$ cat src/rtl/smag_accum.sv
// smag_accum: accumulates a run of 16-bit sign-magnitude products into a
// sign-magnitude result through an IDLE -> ACC -> DONE handshake FSM.
// Ports: clk, rst (sync, active high); start/len open a run (IDLE only);
//   in_valid/in_data/in_ready carry products while in ACC;
//   out_valid/out_ready/out_data hand off the result held in DONE;
//   busy is high in ACC and DONE; ovf is the sticky per-run range flag.
// Config: define SMAG_ACCUM_SAT_EN to clamp the accumulator to
//   +/-(2^MAG_W-1); when undefined it wraps modulo 2^(MAG_W+1).
module smag_accum #(
  parameter int MAG_W = 19
) (
  input  logic           clk,
  input  logic           rst,
  input  logic           start,
  input  logic [7:0]     len,
  input  logic           in_valid,
  input  logic [15:0]    in_data,
  output logic           in_ready,
  output logic           busy,
  output logic           out_valid,
  input  logic           out_ready,
  output logic [MAG_W:0] out_data,
  output logic           ovf
);

  localparam int AW = MAG_W + 2;
  localparam int SW = MAG_W + 3;

  localparam logic signed [SW-1:0] LIM_P =
    {{(SW-MAG_W){1'b0}}, {MAG_W{1'b1}}};
  localparam logic signed [SW-1:0] LIM_N = -LIM_P;

  typedef enum logic [1:0] {
    IDLE = 2'd0,
    ACC  = 2'd1,
    DONE = 2'd2
  } state_t;

  state_t               state_q;
  logic signed [AW-1:0] acc_q;
  logic signed [AW-1:0] acc_d;
  logic [7:0]           cnt_q;
  logic [MAG_W:0]       res_q;
  logic [MAG_W:0]       res_d;
  logic                 ovf_q;
  logic                 in_ready_q;
  logic                 busy_q;
  logic                 out_valid_q;

  logic                 xfer;
  logic                 last;
  logic                 ovf_hit;
  logic signed [SW-1:0] mag_s;
  logic signed [SW-1:0] prod_s;
  logic signed [SW-1:0] sum_s;
  logic signed [AW-1:0] abs_d;
  logic                 unused_abs;

  assign xfer = in_ready_q & in_valid;
  assign last = (cnt_q == 8'd1);

  // Negative zero needs no special case: -0 is 0.
  always_comb begin
    mag_s  = {{(SW-15){1'b0}}, in_data[14:0]};
    prod_s = in_data[15] ? -mag_s : mag_s;
    sum_s  = {{(SW-AW){acc_q[AW-1]}}, acc_q} + prod_s;
    ovf_hit = (sum_s > LIM_P) || (sum_s < LIM_N);
`ifdef SMAG_ACCUM_SAT_EN
    if (sum_s > LIM_P) begin
      acc_d = LIM_P[AW-1:0];
    end else if (sum_s < LIM_N) begin
      acc_d = LIM_N[AW-1:0];
    end else begin
      acc_d = sum_s[AW-1:0];
    end
`else
    // Keep MAG_W+1 bits and sign-extend: -2^MAG_W survives and
    // shows up as sign 1, magnitude 0.
    acc_d = {sum_s[MAG_W], sum_s[MAG_W:0]};
`endif
    abs_d = acc_d[AW-1] ? -acc_d : acc_d;
    res_d = {acc_d[AW-1], abs_d[MAG_W-1:0]};
  end

  assign unused_abs = ^abs_d[AW-1:MAG_W];

  always_ff @(posedge clk) begin
    if (rst) begin
      state_q     <= IDLE;
      acc_q       <= '0;
      cnt_q       <= '0;
      res_q       <= '0;
      ovf_q       <= 1'b0;
      in_ready_q  <= 1'b0;
      busy_q      <= 1'b0;
      out_valid_q <= 1'b0;
    end else begin
      unique case (state_q)
        IDLE: begin
          if (start) begin
            acc_q  <= '0;
            ovf_q  <= 1'b0;
            res_q  <= '0;
            busy_q <= 1'b1;
            if (len == 8'd0) begin
              state_q     <= DONE;
              out_valid_q <= 1'b1;
            end else begin
              state_q    <= ACC;
              cnt_q      <= len;
              in_ready_q <= 1'b1;
            end
          end
        end
        ACC: begin
          if (xfer) begin
            acc_q <= acc_d;
            cnt_q <= cnt_q - 8'd1;
            ovf_q <= ovf_q | ovf_hit;
            if (last) begin
              state_q     <= DONE;
              in_ready_q  <= 1'b0;
              out_valid_q <= 1'b1;
              res_q       <= res_d;
            end
          end
        end
        DONE: begin
          // start is deliberately not looked at here.
          if (out_ready) begin
            state_q     <= IDLE;
            busy_q      <= 1'b0;
            out_valid_q <= 1'b0;
          end
        end
        default: begin
          state_q     <= IDLE;
          in_ready_q  <= 1'b0;
          busy_q      <= 1'b0;
          out_valid_q <= 1'b0;
        end
      endcase
    end
  end

  assign in_ready  = in_ready_q;
  assign busy      = busy_q;
  assign out_valid = out_valid_q;
  assign out_data  = res_q;
  assign ovf       = ovf_q;

endmodule
$ cat config.mk
export PLATFORM = sky130hd
export DESIGN_NAME = smag_accum
export DESIGN_NICKNAME = d
export VERILOG_FILES = /design/src/rtl/smag_accum.sv
export SDC_FILE = /design/constraint.sdc
export NUM_CORES = 1
export LEC_CHECK = 0
export CAP_MARGIN = 10
export CORE_MARGIN = 4
export CORE_UTILIZATION = 55
export DETAILED_ROUTE_END_ITERATION = 8
export PLACE_DENSITY_LB_ADDON = 0.12
export SLEW_MARGIN = 0
export SYNTH_ARGS = -nofsm -noshare
export SYNTH_HDL_FRONTEND = slang
export SYNTH_SLANG_ARGS = --single-unit
$ cat constraint.sdc
create_clock -name clk -period 5.7 [get_ports clk]
set_input_delay 1.14 -clock clk [delete_from_list [all_inputs] [get_ports clk]]
set_output_delay 1.14 -clock clk [all_outputs]
set_load 0.005 [all_outputs]
# Yosys cells after proc, flatten, opt, wreduce, memory -nomap -nowiden
# Index checks and enable logic that the tools add are counted.
totals:
  register_bits: 55
  inputBits: 29
  output_inout_bits: 24
  elab_cells: 73
op_classes:
  addsub: 4
  n_lt_le_gt_ge: 2
  n_eq_ne: 9
  muxes: 35
  bitwise: 4
  reduce_logical: 11
op_table:
  columns: ["cell", "n"]
  rows:
  - ["20-bit two-way mux", 3]
  - ["21-bit two-way mux", 2]
  - ["21-bit one-hot mux with 2 select lines", 1]
  - ["20-bit one-hot mux with 2 select lines", 1]
  - ["8-bit two-way mux", 3]
  - ["22-bit adder", 1]
  - ["22-bit by 20-bit greater-than comparator with 1-bit output (second input constant)", 1]
  - ["22-bit by 20-bit less-than comparator with 1-bit output (second input constant)", 1]
  - ["22-bit two-way mux", 1]
  - ["15-bit negator with 22-bit output", 1]
  - ["19-bit two-way mux", 1]
  - ["19-bit negator", 1]
  - ["8-bit one-hot mux with 2 select lines", 1]
  - ["1-bit two-way mux", 12]
  - ["2-bit inequality test (second input constant)", 6]
  - ["4-bit AND reduction", 3]
  - ["2-bit two-way mux", 5]
  - ["5-bit AND reduction", 2]
  - ["1-bit one-hot mux with 3 select lines", 3]
  - ["8-bit by 1-bit equality test with 1-bit output (second input constant)", 1]
  - ["8-bit logical NOT", 1]
  - ["8-bit by 1-bit subtractor with 8-bit output (second input constant)", 1]
  - ["2-bit one-hot mux with 3 select lines", 1]
  - ["3-bit AND reduction", 2]
  - ["9 further kinds", 10]

# Depth between registers and ports, before layout
depth:
  depth_word: 8
  depth_mapped: 18
  ltp_nobuf: 17

# Worst setup path before layout
# Ideal clock, no wire load.
synth_path:
  path_type: "input to register"
  startpoint: "input in_data[4]"
  endpoint: "register res_q[18], in the netlist out_data[18]"
  setup_ps: 128
  arrival_ps: 4602
  required_ps: 5572
  slack_ps: 970
  cell_stages: 15
  path_buffers: 0
  cell_sequence: "nor4_1 > nand2_1 > or2_2 > o41ai_1 > xnor2_1 > ha_1 > a21oi_1 > o21bai_1 > a21oi_1 > nor4b_1 > nor3b_1 > or4bb_4 > o41ai_2 > xor2_1 > o21ai_1"
synth_via:
  elab_chain_len: 8
synth_rtl:
  columns: ["item", "line", "text"]
  rows:
  - ["from (decl)", "17", "input logic [15:0] in_data,"]
  - ["15-bit negator with 22-bit output", "65", "prod_s = in_data[15] ? -mag_s : mag_s;"]
  - ["22-bit two-way mux *", "65", null]
  - ["22-bit adder *", "66", "sum_s = {{(SW-AW){acc_q[AW-1]}}, acc_q} + prod_s;"]
  - ["19-bit negator", "81", "abs_d = acc_d[AW-1] ? -acc_d : acc_d;"]
  - ["19-bit two-way mux *", "81", null]
  - ["20-bit two-way mux *", "120", "if (last) begin"]
  - ["20-bit two-way mux *", "116", "if (xfer) begin"]
  - ["20-bit one-hot mux with 2 select lines *", "98", "unique case (state_q)"]
  - ["to (signal assigned)", "124", "res_q <= res_d;"]
  - ["to (decl)", "43", "logic [MAG_W:0] res_q;"]
# Mark *: on every way between the ends. The rest lies on a longest branch, timed or not. The select of a mux whose other input is x is not followed.
# A chain may end at the register's enable or synchronous reset.

# Worst setup path after layout
# Ends and elaborated chain as after synthesis.

==> results.yml <==
routing:
  vias: 4124
  ant_nets: 0
  drtIter0Drc: 267
  drc: 0
  via_per_inst: 6.05
  drt_pass1_iterations: 5
  drt_wl_total_mm: 11.0
  routedWlPerCell_um: 16.2
logic_synthesis:
  synthCells: 532
  ys_ff_latch: 54
  ys_seq_area_frac: 0.263
  yosysTopAreaCell: "dfxtp_1"
  synth_flop_cell: "dfxtp_1"
  synth-edff-count: 0
  synth_cell_types: 64
  yosys_warnings: 0
  synth_area_mm2: 0.00410
  yosys.area.top_type_share: 0.263
  synthArstFlopShare: 0
  synth_nets: 591
  synth_area_leaders: "dfxtp_1 (26%), ha_1 (8.8%), nor2_1 (5.7%)"
  postSynthAreaPerCell_um2: 7.71
setup_path:
  crit_chain: "clkdlybuf4s50_1 -> nor4_1 -> buf_4 -> nand2_1 -> or2_2 -> o41ai_1 -> xnor2_1 -> ha_1 -> a21oi_1 -> o21bai_1 -> a21oi_1 -> nor4b_1 -> nor3b_1 -> or4bb_4 -> o41ai_2 -> xor2_1 -> o21ai_1"
  cp-start-kind: "input pin"
  setup.worst_path.end_class: "flop"
  r2r_slack_ps: 2260
  worst-path-max-fanout: 5
  worstPathRequired_ps: 5890
  path_class: "in -> reg"
  r2r-end: "out_data[18]"
  slowest_stage: "or4bb_4"
  max_stage_delay_ps: 610
  r2r-start: "acc_q[0]"
  cp_common_cell: "a21oi_1"
  worst-r2r-cell-count: 12
  cp.arrival_ps: 5620
sta:
  rsz0062_at_grt: "no"
  setup-tns-final_ps: 0
  fin_skew_ps: 13.5
  finalHoldViolations: 0
  min_period_ps: 5420
  worstMarginPinSlew_ps: 1040
  maxSlewHeadroom: 0.306
  period_share: 0.951
  setup_viol: 0
  fmax_ghz: 0.184
  worst_hold_slack_ps: 448
  finalMaxSlewViolations: 0
global_route:
  grt_pass1_vias: 3787
  use_met1: 0.331
  track_usage: 0.256
  grt_pass1_wl_mm: 18.2
  met3_usage: 0.0518
  grt_max_degree: 32
  busiest_layer: "met2"
  antenna_found_initial: 0
  global_route.overflow_total: 0
  gr-usage-met2: 0.440
clock_tree:
  clock_latency_ps: 320
  cts_root_buf: "clkbuf_8"
  clockBufferDepth: 2
  cts_hold_buf: 0
  cts.sink_count: 54
  cts_buffers: 5
  cts.htree.levels: 2
  cts_tree: "built"
  path_clk_slew_ps: 100
  cts_resized: 0
  post_cts_buffers: 0
worst_hold_path:
  hold_end: "out_data[9]"
  holdPathStages: 2
  hp-class: "reg -> reg"
  min-delay-start: "out_data[9]"
power_and_ir_drop:
  powerDensity_mw_per_mm2: 203
  p_leak_nw: 1.86
  ir_drop_uv: 123
cells_and_area:
  layout-drive-gt1-share: 0.0738
  syn_to_final_growth_pct: 18.9
  antenna_cells_inserted: 0
  fin_nets: 642
  fillers: 642
placed_design:
  io_buffers: 52
  gp_congestion: 1.01
  dp_hpwl_mm: 8.47
run:
  maxCapViolCount: 0
floorplanning:
  dieHeight_um: 94.4
  core_mm2: 0.00725
  rows: 31
  dieArea_mm2: 0.00891
  start_util: 0.566
  pin_count: 53
  die_w_um: 94.4
outcome:
  status: "completed"
==> cells in the final DEF (no fill, tap or decap), types with 2 or more instances in the layout <==
| cell | n |
|---|---|
| a211oi_1 | 8 |
| a211oi_2 | 2 |
| a21o_1 | 5 |
| a21oi_1 | 42 |
| a22oi_1 | 17 |
| a31oi_1 | 4 |
| and2_1 | 2 |
| and3_1 | 2 |
| and4_1 | 2 |
| buf_4 | 14 |
| clkbuf_8 | 6 |
| clkdlybuf4s50_1 | 52 |
| dfxtp_1 | 54 |
| ha_1 | 29 |
| inv_1 | 18 |
| mux2i_1 | 3 |
| nand2_1 | 54 |
| nand2b_1 | 6 |
| nand3_1 | 11 |
| nand4_1 | 3 |
| nor2_1 | 62 |
| nor3_1 | 14 |
| nor3b_1 | 3 |
| nor4_1 | 6 |
| o2111ai_1 | 2 |
| o211a_1 | 2 |
| o211ai_1 | 2 |
| o21a_1 | 8 |
| o21ai_0 | 22 |
| o21ai_1 | 26 |
| o21bai_1 | 4 |
| o22ai_1 | 3 |
| o31ai_1 | 5 |
| o31ai_2 | 5 |
| o41ai_1 | 3 |
| or2_2 | 3 |
| or3_1 | 7 |
| or4_1 | 3 |
| xnor2_1 | 25 |
| xor2_1 | 19 |
==> critical path: cells and delay by family <==
family          cells  cell delay [ps]
buf+inv             2              640
compound gates      6             1370
xor+xnor            2              390
fa+ha+maj           1              310
simple gates        6             1750
==> power by group <==
group	total, mW	internal (mW)	leakage, nW	switching (mW)
Combinational	0.314	0.130	1.37	0.184
Sequential	0.406	0.392	0.438	0.0147
Clock	0.270	0.141	0.0573	0.130
Total	0.991	0.662	1.86	0.328
==> Yosys cell counts, types with 6 or more instances <==
| cell | number |
|---|---|
| a211oi_1 | 8 |
| o21ai_1 | 26 |
| or3_1 | 7 |
| o21ai_0 | 22 |
| nand3_1 | 11 |
| nor2_1 | 62 |
| nor3_1 | 14 |
| nand2_1 | 54 |
| o21a_1 | 8 |
| dfxtp_1 | 54 |
| xnor2_1 | 25 |
| a21oi_1 | 42 |
| a22oi_1 | 17 |
| xor2_1 | 19 |
| ha_1 | 29 |
| nor4_1 | 6 |
| clkbuf_1 | 17 |
| nand2b_1 | 6 |
| inv_1 | 18 |
==> kinds of logic after synthesis <==
group | Yosys count | share of synthesized area
AOI/OAI and AO/OA | 170 | 0.274
DFF | 54 | 0.263
adders and majority gates | 30 | 0.0933
buffers and inverters | 40 | 0.0372
xor gates and xnor gates | 45 | 0.0979
muxes | 4 | 0.0101
and+or+nand+nor | 189 | 0.224
==> layout make-up <==
type	count	area [um^2]	area share
clock buffer	6	82.6	0.0169
timing repair buffer	66	626	0.128
sequential	54	1080	0.221
inverter	18	67.6	0.0138
tap	99	124	0.0254
multi-input combinational	438	2870	0.588
clock inverter	1	30.0	0.00615
==> stage by stage <==
stage / std cells / power [mW] / cell area (um^2) / worst slack (ps) / utilization
2_1_floorplan: 532 / 0.628 / 4100 / 970 / -
3_3_place_gp: 675 / 0.716 / 4770 / 239 / 0.657
3_5_place_dp: 675 / 0.722 / 4770 / 50.2 / 0.657
4_1_cts: 682 / 0.992 / 4880 / 370 / 0.673
5_1_grt: 682 / 1.05 / 4880 / 55.0 / 0.673
6_report: 682 / 0.991 / 4880 / 277 / 0.673
==> layer usage <==
| metal | up-vias | wire [um] | part of all wire |
|---|---|---|---|
| met5 | - | 0 | 0 |
| met4 | 0 | 212 | 0.019 |
| met3 | 30 | 820 | 0.074 |
| met2 | 166 | 5180 | 0.47 |
| met1 | 1901 | 4820 | 0.44 |
| li1 | 2027 | - | - |
==> sequential cells by signal (all words and copies together) (netlist names) <==
name	count
acc_q	20
out_data	20
cnt_q	8
state_q	2
busy	1
in_ready	1
out_valid	1
ovf	1
==> how the worst max path moves through the flow <==
stage | start | endpoint | slack, ps | cells after the start
2_1_floorplan | in_data[4] | out_data[18] | 970 | 15
4_1_cts | in_data[4] | out_data[18] | 370 | 17
3_3_place_gp | in_data[4] | out_data[18] | 240 | 17
6_report | in_data[4] | out_data[18] | 280 | 17
5_1_grt | in_data[2] | out_data[18] | 50 | 17
3_5_place_dp | in_data[4] | out_data[18] | 50 | 17
(Power assumes the default switching activity.)
